File: src/rtl/cpu_types_pkg.sv
// rtl/cpu_types_pkg.sv - shared types and constants for the memory arbiter
package cpu_types_pkg;

  typedef logic [31:0] word_t;

  typedef enum logic [1:0] {
    FREE   = 2'd0,
    BUSY   = 2'd1,
    ACCESS = 2'd2,
    ERROR  = 2'd3
  } ramstate_t;

  typedef enum logic [1:0] {
    IDLE = 2'd0,
    IGNT = 2'd1,
    DGNT = 2'd2
  } arb_state_t;

  localparam word_t ERR_WORD = 32'hBAD1BAD1;

endpackage

File: src/rtl/arb_pick.sv
// rtl/arb_pick.sv - grant choice between instruction and data requesters
module arb_pick #(
  parameter int STARVE_MAX = 4,
  parameter int CW         = 3
) (
  input  logic          i_ireq,
  input  logic          i_dreq,
  input  logic [CW-1:0] i_starve_cnt,
  output logic          o_gnt_i,
  output logic          o_gnt_d
);

  logic w_starved;

  // Data normally wins; a pending fetch overrides once data has had its quota.
  assign w_starved = (i_starve_cnt == CW'(STARVE_MAX));
  assign o_gnt_d   = i_dreq & ~(i_ireq & w_starved);
  assign o_gnt_i   = i_ireq & ~o_gnt_d;

endmodule

File: src/rtl/mem_arbiter.sv
// rtl/mem_arbiter.sv - instruction/data arbiter onto a single RAM port
module mem_arbiter
  import cpu_types_pkg::*;
#(
  parameter int TIMEOUT    = 64,
  parameter int STARVE_MAX = 4
) (
  input  logic        CLK,
  input  logic        nRST,
  input  logic        iREN,
  input  logic [31:0] iaddr,
  output logic        iwait,
  output logic [31:0] iload,
  input  logic        dREN,
  input  logic        dWEN,
  input  logic [31:0] daddr,
  input  logic [31:0] dstore,
  output logic        dwait,
  output logic [31:0] dload,
  output logic        ramREN,
  output logic        ramWEN,
  output logic [31:0] ramaddr,
  output logic [31:0] ramstore,
  input  logic [31:0] ramload,
  input  logic [1:0]  ramstate,
  output logic        memerr
);

  localparam int SCW = $clog2(STARVE_MAX + 2);
  localparam int TCW = $clog2(TIMEOUT + 1);

  arb_state_t     r_state, w_next;
  word_t          r_addr, r_store, r_iload, r_dload;
  logic           r_wr, r_memerr;
  logic [SCW-1:0] r_starve;
  logic [TCW-1:0] r_tmo;

  ramstate_t w_rs;
  word_t     w_resp;
  logic      w_dreq, w_granted, w_own_en, w_tmo_hit, w_err;
  logic      w_done, w_abort, w_arb, w_gnt_i, w_gnt_d;

  assign w_rs      = ramstate_t'(ramstate);
  assign w_dreq    = dREN | dWEN;
  assign w_granted = (r_state != IDLE);
  assign w_own_en  = (r_state == IGNT) ? iREN : w_dreq;
  assign w_tmo_hit = (r_tmo == TCW'(TIMEOUT - 1)) && (w_rs != ACCESS);
  assign w_err     = (w_rs == ERROR) || w_tmo_hit;
  // Completion wins over a same-cycle enable drop, so the owner may release its request as it completes.
  assign w_done    = w_granted && ((w_rs == ACCESS) || w_err);
  assign w_abort   = w_granted && !w_done && !w_own_en;
  assign w_arb     = (r_state == IDLE) || w_done;
  assign w_resp    = w_err ? ERR_WORD : ramload;

  arb_pick #(
    .STARVE_MAX (STARVE_MAX),
    .CW         (SCW)
  ) u_pick (
    .i_ireq       (iREN),
    .i_dreq       (w_dreq),
    .i_starve_cnt (r_starve),
    .o_gnt_i      (w_gnt_i),
    .o_gnt_d      (w_gnt_d)
  );

  always_comb begin
    w_next = r_state;
    if (w_arb) begin
      if (w_gnt_d)      w_next = DGNT;
      else if (w_gnt_i) w_next = IGNT;
      else              w_next = IDLE;
    end else if (w_abort) begin
      w_next = IDLE;
    end
  end

  always_ff @(posedge CLK) begin
    if (!nRST) begin
      r_state  <= IDLE;
      r_addr   <= '0;
      r_store  <= '0;
      r_wr     <= 1'b0;
      r_iload  <= '0;
      r_dload  <= '0;
      r_memerr <= 1'b0;
      r_starve <= '0;
      r_tmo    <= '0;
    end else begin
      r_state <= w_next;
      if (w_arb && w_gnt_d) begin
        r_addr  <= daddr;
        r_store <= dstore;
        r_wr    <= dWEN;
      end else if (w_arb && w_gnt_i) begin
        r_addr <= iaddr;
        r_wr   <= 1'b0;
      end
      if (!iREN || (w_arb && w_gnt_i))
        r_starve <= '0;
      else if (w_arb && w_gnt_d)
        r_starve <= r_starve + SCW'(1);
      if (!w_granted || w_done || w_abort)
        r_tmo <= '0;
      else
        r_tmo <= r_tmo + TCW'(1);
      if (!iwait) r_iload <= w_resp;
      if (!dwait) r_dload <= w_resp;
      if (w_done && w_err) r_memerr <= 1'b1;
    end
  end

  assign iwait    = !((r_state == IGNT) && w_done);
  assign dwait    = !((r_state == DGNT) && w_done);
  assign iload    = iwait ? r_iload : w_resp;
  assign dload    = dwait ? r_dload : w_resp;
  assign ramREN   = (r_state == IGNT) || ((r_state == DGNT) && !r_wr);
  assign ramWEN   = (r_state == DGNT) && r_wr;
  assign ramaddr  = r_addr;
  assign ramstore = r_store;
  assign memerr   = r_memerr;

endmodule

File: config.mk
export PLATFORM = sky130hd
export DESIGN_NAME = mem_arbiter
export DESIGN_NICKNAME = d
export VERILOG_FILES = /design/src/rtl/cpu_types_pkg.sv /design/src/rtl/arb_pick.sv /design/src/rtl/mem_arbiter.sv
export SDC_FILE = /design/constraint.sdc
export NUM_CORES = 1
export LEC_CHECK = 0
export CAP_MARGIN = 20
export CORE_UTILIZATION = 43
export CTS_CLUSTER_SIZE = 25
export DETAILED_ROUTE_END_ITERATION = 8
export GPL_TIMING_DRIVEN = 0
export PLACE_DENSITY = 0.91
export SYNTH_ARGS = -nofsm -noshare
export SYNTH_HDL_FRONTEND = slang
export SYNTH_SLANG_ARGS = --single-unit
File: constraint.sdc
create_clock -name CLK -period 2.1 [get_ports CLK]
set_clock_uncertainty 0.2 [all_clocks]
set_input_delay 0.315 -clock CLK [delete_from_list [all_inputs] [get_ports CLK]]
set_output_delay 0.315 -clock CLK [all_outputs]
set_load 0.01 [all_outputs]
==> results of run 1 <==
kinds of logic after synthesis:
group	count (synthesis)
AO/OA/AOI/OAI	210
XOR/XNOR	5
adder cells (fa/ha/maj)	3
buffers and inverters	73
flip-flops	142
multiplexers	32
AND/OR/NAND/NOR	227
worst register-to-register path, cell delays in order, from the launching register on:
cell and delay, ns:
dfxtp_2 0.33, ha_4 0.16, and4_4 0.18, a21oi_4 0.22
buf_12 0.16, nor2_8 0.05, buf_6 0.13, buf_6 0.11
buf_4 0.12, buf_4 0.12, o221a_1 0.23
worst max-delay path by stage:
stage                            to  cells after the start
final                      dload[8]                      8
after global routing       dload[8]                      8
after CTS                 dload[27]                      9
after detailed placement  dload[19]                      7
after global placement    dload[17]                      7
after floorplan           iload[15]                      7
layer usage:
metal	GRT usage, %	vias to the layer above	routed length, µm
met5	0	-	0
met4	14.9	0	946
met3	8.92	86	1890
met2	50.5	372	11900
met1	31.9	3294	8900
li1	-	3192	-
placed cells by master, fill, tap and decap left out, types with 7 or more instances in the layout:
cell	count
dlygate4sd2_1	9
clkbuf_2	7
clkbuf_16	21
a21boi_1	20
buf_8	8
buf_4	34
o221a_1	36
clkbuf_1	24
nor2_1	9
a21oi_1	35
o31ai_1	33
o22a_1	36
buf_2	53
o21ai_4	22
a21boi_0	8
clkdlybuf4s50_1	197
nor3_1	64
mux2i_1	32
buf_6	34
nand2_1	121
dfxtp_1	138
per-stage QoR:
step                TNS [ns]  cell area [µm²]  setup slack, ns  cells  power, mW
detailed placement    -68.50             9140           -0.885   1138       4.37
global placement      -64.87             9140           -0.857   1138       4.34
floorplan                  0             6260           0.0353    692       3.58
global route          -32.80            10600           -0.607   1220       7.80
CTS                   -25.32            10000           -0.514   1198       7.43
finish                -28.54            10600           -0.548   1220       7.56
registers in the layout, indices dropped and copies added (netlist names):
register / count
r_dload: 32
r_state: 2
r_wr: 1
ramaddr: 32
r_tmo: 7
r_starve: 3
r_iload: 32
memerr: 1
ramstore: 32
Yosys cell counts (9+ instances only):
master / number / area, µm²
dfxtp_1: 142 / 2840
nand2_1: 126 / 473
nor3_1: 64 / 320
o221a_1: 36 / 405
o22a_1: 36 / 315
a21oi_1: 35 / 175
clkbuf_1: 35 / 131
o31ai_1: 33 / 248
mux2i_1: 32 / 320
o21ai_0: 29 / 145
a21boi_1: 20 / 150
buf_2: 19 / 95.1
nor2_1: 9 / 33.8
final cells by class:
cell class	count	area share, %
Multi-Input combinational cell	477	32.1
Timing Repair Buffer	318	28.4
Sequential cell	142	26.9
Clock buffer	23	4.71
Buffer	63	4.51
Tap cell	180	2.13
Clock inverter	9	1.02
Inverter	7	0.249
Antenna cell	1	0.0237
what timing repair did:
action / in CTS / in global routing
buffers inserted: 24 / 22
setup endpoints to repair: 86 / 131
cloned: 6 / 3
resized for setup: 368 / 75
pin swaps: 23 / 45
where the power goes:
group          switching, mW  total, mW  internal (mW)
Combinational          0.684       1.52          0.841
Sequential            0.0955       2.95           2.86
Clock                   1.17       3.08           1.91
Total                   1.95       7.56           5.60
==> results.txt, run 1 <==
Syn nets -> 830
CORE AREA -> 0.0140 mm²
Iter 0 DRT Violations -> 550
CTS root buf -> clkbuf_16
Final-stage net count -> 1164
Antenna violations before repair -> 1
Max_cap viols -> 0
Post-layout util -> 75.3%
Die Ht -> 123 µm
Site row count -> 43
CP max stage cell -> dfxtp_2
Pwr per Cell Area -> 715 mW/mm²
Min-Delay Path Class -> in -> reg
Clk buf depth -> 2
Vias in the first global route -> 6777
Drt first pass iters -> 5
Fillcell total -> 931
Arr. time, crit path -> 2.13 ns
R2r setup slk -> -0.01 ns
Failing checks -> negative setup slack
Minimum clock period -> 2.65 ns
DRT Wirelength -> 23700 µm
Slew Viols, Final -> 0
Post-synthesis xor/xnor area fraction -> 0.700%
Final GP Congestion -> 0.801
Final setup violation count -> 68
Kind of critical path -> reg -> out
Layout cell share with drive strength beyond 1 -> 22.5%
FFs w/ async S/R, synth -> 0%
Remaining DRCs -> 0
Worst-path clk slew -> 0.06 ns
#FFs+latches synth -> 142
Status -> finished, violations left
Die width -> 123 µm
Syn Inst Count -> 692
CTS tree -> built
Cell Chain, Critical Path -> ha_4, and4_4, a21oi_4, buf_12, buf_6, o21ai_1, nand2_1, dlygate4sd2_1
I/O pin count -> 268
Critical path origin -> r_tmo[0]$_SDFF_PP0_
Post-CTS Hold Fix Bufs -> 0
# clock sinks -> 142
WL/cell -> 19.4 µm
Post-synthesis compound-gate area fraction -> 25.6%
Post-synthesis mux area share -> 5.12%
Setup ws final -> -0.548 ns
Fmax -> 378 MHz
WP data required -> 1.58 ns
Leak Pwr -> 4.39 nW
ANT nets after route -> 0
Reg2reg end -> r_dload[29]$_SDFF_PN0_
Die ar. -> 0.0150 mm²
GRT Resource Usage Total -> 29.1%
Yosys warns -> 0
Grt total ovfl -> 0
Layout area overhead -> 69.0%
R2R Path Start -> r_tmo[0]$_SDFF_PP0_
Hold slack -> 0.133 ns
Worst rel slew slack -> 59.9%
Multi-input combinational cell area -> 0.00339 mm²
Largest family of logic cells by synthesized area -> compound AO/OA/AOI/OAI gates
Crit start category -> register
Post-Syn Area -> 0.00626 mm²
Initial Util -> 44.6%
Worst Hold Depth -> 3
RSZ-0062 raised after global routing -> true
Max stage delay on crit path -> 0.35 ns
Fin crit share -> 126%
FF/Latch Area -> 0.00285 mm²
Simple-gate share of the synthesized area -> 16.7%
CTS Buf Count -> 17
Post-synth EDFFs -> 0
Crit Path Max Fanout -> 5
Post-synth cell types -> 47
Worst-Margin Slew -> 0.601 ns
Post-synthesis sequential area ratio -> 45.4%
Maximum VDD drop -> 0.580 mV
R2R depth -> 10
Hold path start -> nRST
I/O Buffers -> 266
DP Wirelength -> 14700 µm
H-Tree Level Count -> 4
Pin count of the biggest net entering global routing -> 17
First-pass GRT wire length -> 33800 µm
Via-to-Cell Ratio -> 5.69
Endpoint type of the worst setup path -> output pin
Skew-Pair Late Insertion Delay -> 0.41 ns
DR vias -> 6944
Post-Synth Adder-Cell Area -> 0.600%
CP top delay family -> buffers and inverters
Predominant post-synthesis flop cell -> dfxtp_1
Hold Fails Final Rpt -> 0
Avg Cell Area, Syn -> 9.04 µm²
Worst Path Buf+Inv -> 3
Endpoint of the worst hold path -> r_starve[1]$_SDFFE_PP0P_
(Power assumes the default switching activity.)
==> run 2: changes to the inputs <==
--- a/config.mk
+++ b/config.mk
@@ -6,11 +6,12 @@
 export NUM_CORES = 1
 export LEC_CHECK = 0
 export CAP_MARGIN = 20
-export CORE_UTILIZATION = 43
+export CORE_UTILIZATION = 42
 export CTS_CLUSTER_SIZE = 25
 export DETAILED_ROUTE_END_ITERATION = 8
 export GPL_TIMING_DRIVEN = 0
-export PLACE_DENSITY = 0.91
+export HOLD_SLACK_MARGIN = 0.03
+export PLACE_DENSITY = 0.9
 export SYNTH_ARGS = -nofsm -noshare
 export SYNTH_HDL_FRONTEND = slang
 export SYNTH_SLANG_ARGS = --single-unit
==> run 2 against run 1 <==
  * The flow still finishes with violations (negative setup slack)
  * Critical path type unchanged
  * Final cell count decreased by 1.5%
  * Sequential power barely moved
  * Non-clock buffer count is 20 lower
  * Global-route usage down 1.9 points
  * Design area down 4.5%
  * Combinational power fell by 4%
  * Clock power shrank 9.7%
  * Worst hold slack worse by 0.024 ns
  * Count of clock-buffer cells in the layout grew 2
  * Power shrank 4.8%
==> results.txt, run 2 (synthesis gave the netlist of run 1 again) <==
Cell Chain, Critical Path -> ha_4, and4_4, a21oi_4, buf_6, nor2_8, buf_6, buf_6, o22a_1, buf_2
Hold path start -> nRST
Kind of critical path -> reg -> out
CORE AREA -> 0.0145 mm²
GRT Resource Usage Total -> 27.3%
Setup ws final -> -0.521 ns
Leak Pwr -> 4.27 nW
Iter 0 DRT Violations -> 508
Crit Path Max Fanout -> 6
# clock sinks -> 142
Met2 Use GR -> 47.4%
Vias in the first global route -> 6495
Fmax -> 382 MHz
Most frequent cells in the layout -> 197 x clkdlybuf4s50_1, 139 x dfxtp_1, 126 x nand2_1, 64 x nor3_1, 51 x buf_2
Layout area overhead -> 61.4%
Critical path origin -> r_tmo[1]$_SDFF_PP0_
I/O pin count -> 268
Fin crit share -> 125%
Met1 usage -> 31.3%
Hold slack -> 0.109 ns
Endpoint type of the worst setup path -> output pin
Worst-Margin Slew -> 0.616 ns
Drt first pass iters -> 6
First-pass GRT wire length -> 32300 µm
WP data required -> 1.58 ns
Final-stage net count -> 1144
Max stage delay on crit path -> 0.33 ns
Die Ht -> 124 µm
Via-to-Cell Ratio -> 5.54
Most used routing layer -> met2
Final GP Congestion -> 0.842
Die ar. -> 0.0154 mm²
Arr. time, crit path -> 2.11 ns
Layout cell share with drive strength beyond 1 -> 19.2%
CTS tree -> built
H-Tree Level Count -> 4
Worst-path clk slew -> 0.05 ns
Slew Viols, Final -> 0
Min-Delay Path Class -> in -> reg
Antenna cell count -> 0
Most frequent CP cell -> buf_6
Remaining DRCs -> 0
WL/cell -> 17.8 µm
Site row count -> 44
Die width -> 124 µm
R2R Path Start -> r_tmo[1]$_SDFF_PP0_
RSZ-0062 raised after global routing -> true
Status -> finished, violations left
CTS Buf Count -> 17
Antenna violations before repair -> 0
ANT nets after route -> 0
CP max stage cell -> dfxtp_2
Skew-Pair Late Insertion Delay -> 0.40 ns
Worst rel slew slack -> 58.9%
Post-DP Area -> 0.00915 mm²
Post-layout util -> 69.5%
Worst Path Buf+Inv -> 4
Minimum clock period -> 2.62 ns
I/O Buffers -> 266
Max_cap viols -> 0
DP Wirelength -> 14600 µm
CTS root buf -> clkbuf_16
Final setup violation count -> 77
Pin count of the biggest net entering global routing -> 17
Fin area -> 0.0101 mm²
Crit start category -> register
CP top delay family -> buffers and inverters
Global routing usage on met3 -> 7.33%
DR vias -> 6663
Pwr per Cell Area -> 712 mW/mm²
Hold Fails Final Rpt -> 0
Initial Util -> 43.0%
Failing checks -> negative setup slack
Post-CTS Hold Fix Bufs -> 0
Maximum VDD drop -> 0.496 mV
Clk buf depth -> 2
Grt total ovfl -> 0
DRT Wirelength -> 21400 µm
Most common cell after layout, fill and taps aside -> clkdlybuf4s50_1
-- run 2: worst register-to-register path, stage by stage (launching register included) --
cell and delay, ns:
dfxtp_2 0.33, ha_4 0.16, and4_4 0.18, a21oi_4 0.20, buf_6 0.18, nor2_8 0.05
buf_6 0.13, buf_6 0.12, buf_8 0.13, buf_8 0.13, o221a_1 0.25
-- run 2: through the flow --
step	power (mW)	TNS [ns]	worst slack, ns	std cells
6_report	7.19	-25.13	-0.521	1202
4_1_cts	7.16	-27.15	-0.634	1196
5_1_grt	7.45	-30.86	-0.589	1202
3_5_place_dp	4.37	-70.16	-0.908	1142
3_3_place_gp	4.35	-67.14	-0.884	1142
2_1_floorplan	3.58	0	0.0353	692
-- run 2: timing repair --
action,CTS,global route
buffers inserted,22,11
hold endpoints to repair,0,0
gates resized for setup,329,56
cloned,3,2
pin swaps,15,15
endpoints found under the setup margin,116,149
-- run 2: where the power goes --
group | leakage [nW] | switching (mW) | internal [mW]
Combinational | 2.84 | 0.658 | 0.804
Sequential | 1.17 | 0.0888 | 2.86
Clock | 0.261 | 1.10 | 1.68
Total | 4.27 | 1.85 | 5.34
-- run 2: final timing paths --
kind | cells past startpoint | end | slack (ns)
min | 3 | r_starve[1]$_SDFFE_PP0P_ | 0.11
min reg2reg | 2 | ramstore[21]$_SDFFE_PN0P_ | 0.26
max | 9 | dload[22] | -0.52
max reg2reg | 10 | r_dload[27]$_SDFF_PN0_ | -0.05
-- run 2: area by class of cell --
class                           count  area, µm²
Multi-Input combinational cell    477       3240
Inverter                            7       26.3
Sequential cell                   142       2850
Tap cell                          184        230
Buffer                             61        437
Fill cell                        1107       4430
Clock inverter                      6       61.3
Clock buffer                       25        475
Timing Repair Buffer              300       2780
-- run 2: routing by layer --
layer | vias up | part of all wire [%]
met5 | - | 0
met4 | 0 | 2.0
met3 | 35 | 7.5
met2 | 322 | 51
met1 | 3158 | 40
li1 | 3148 | -
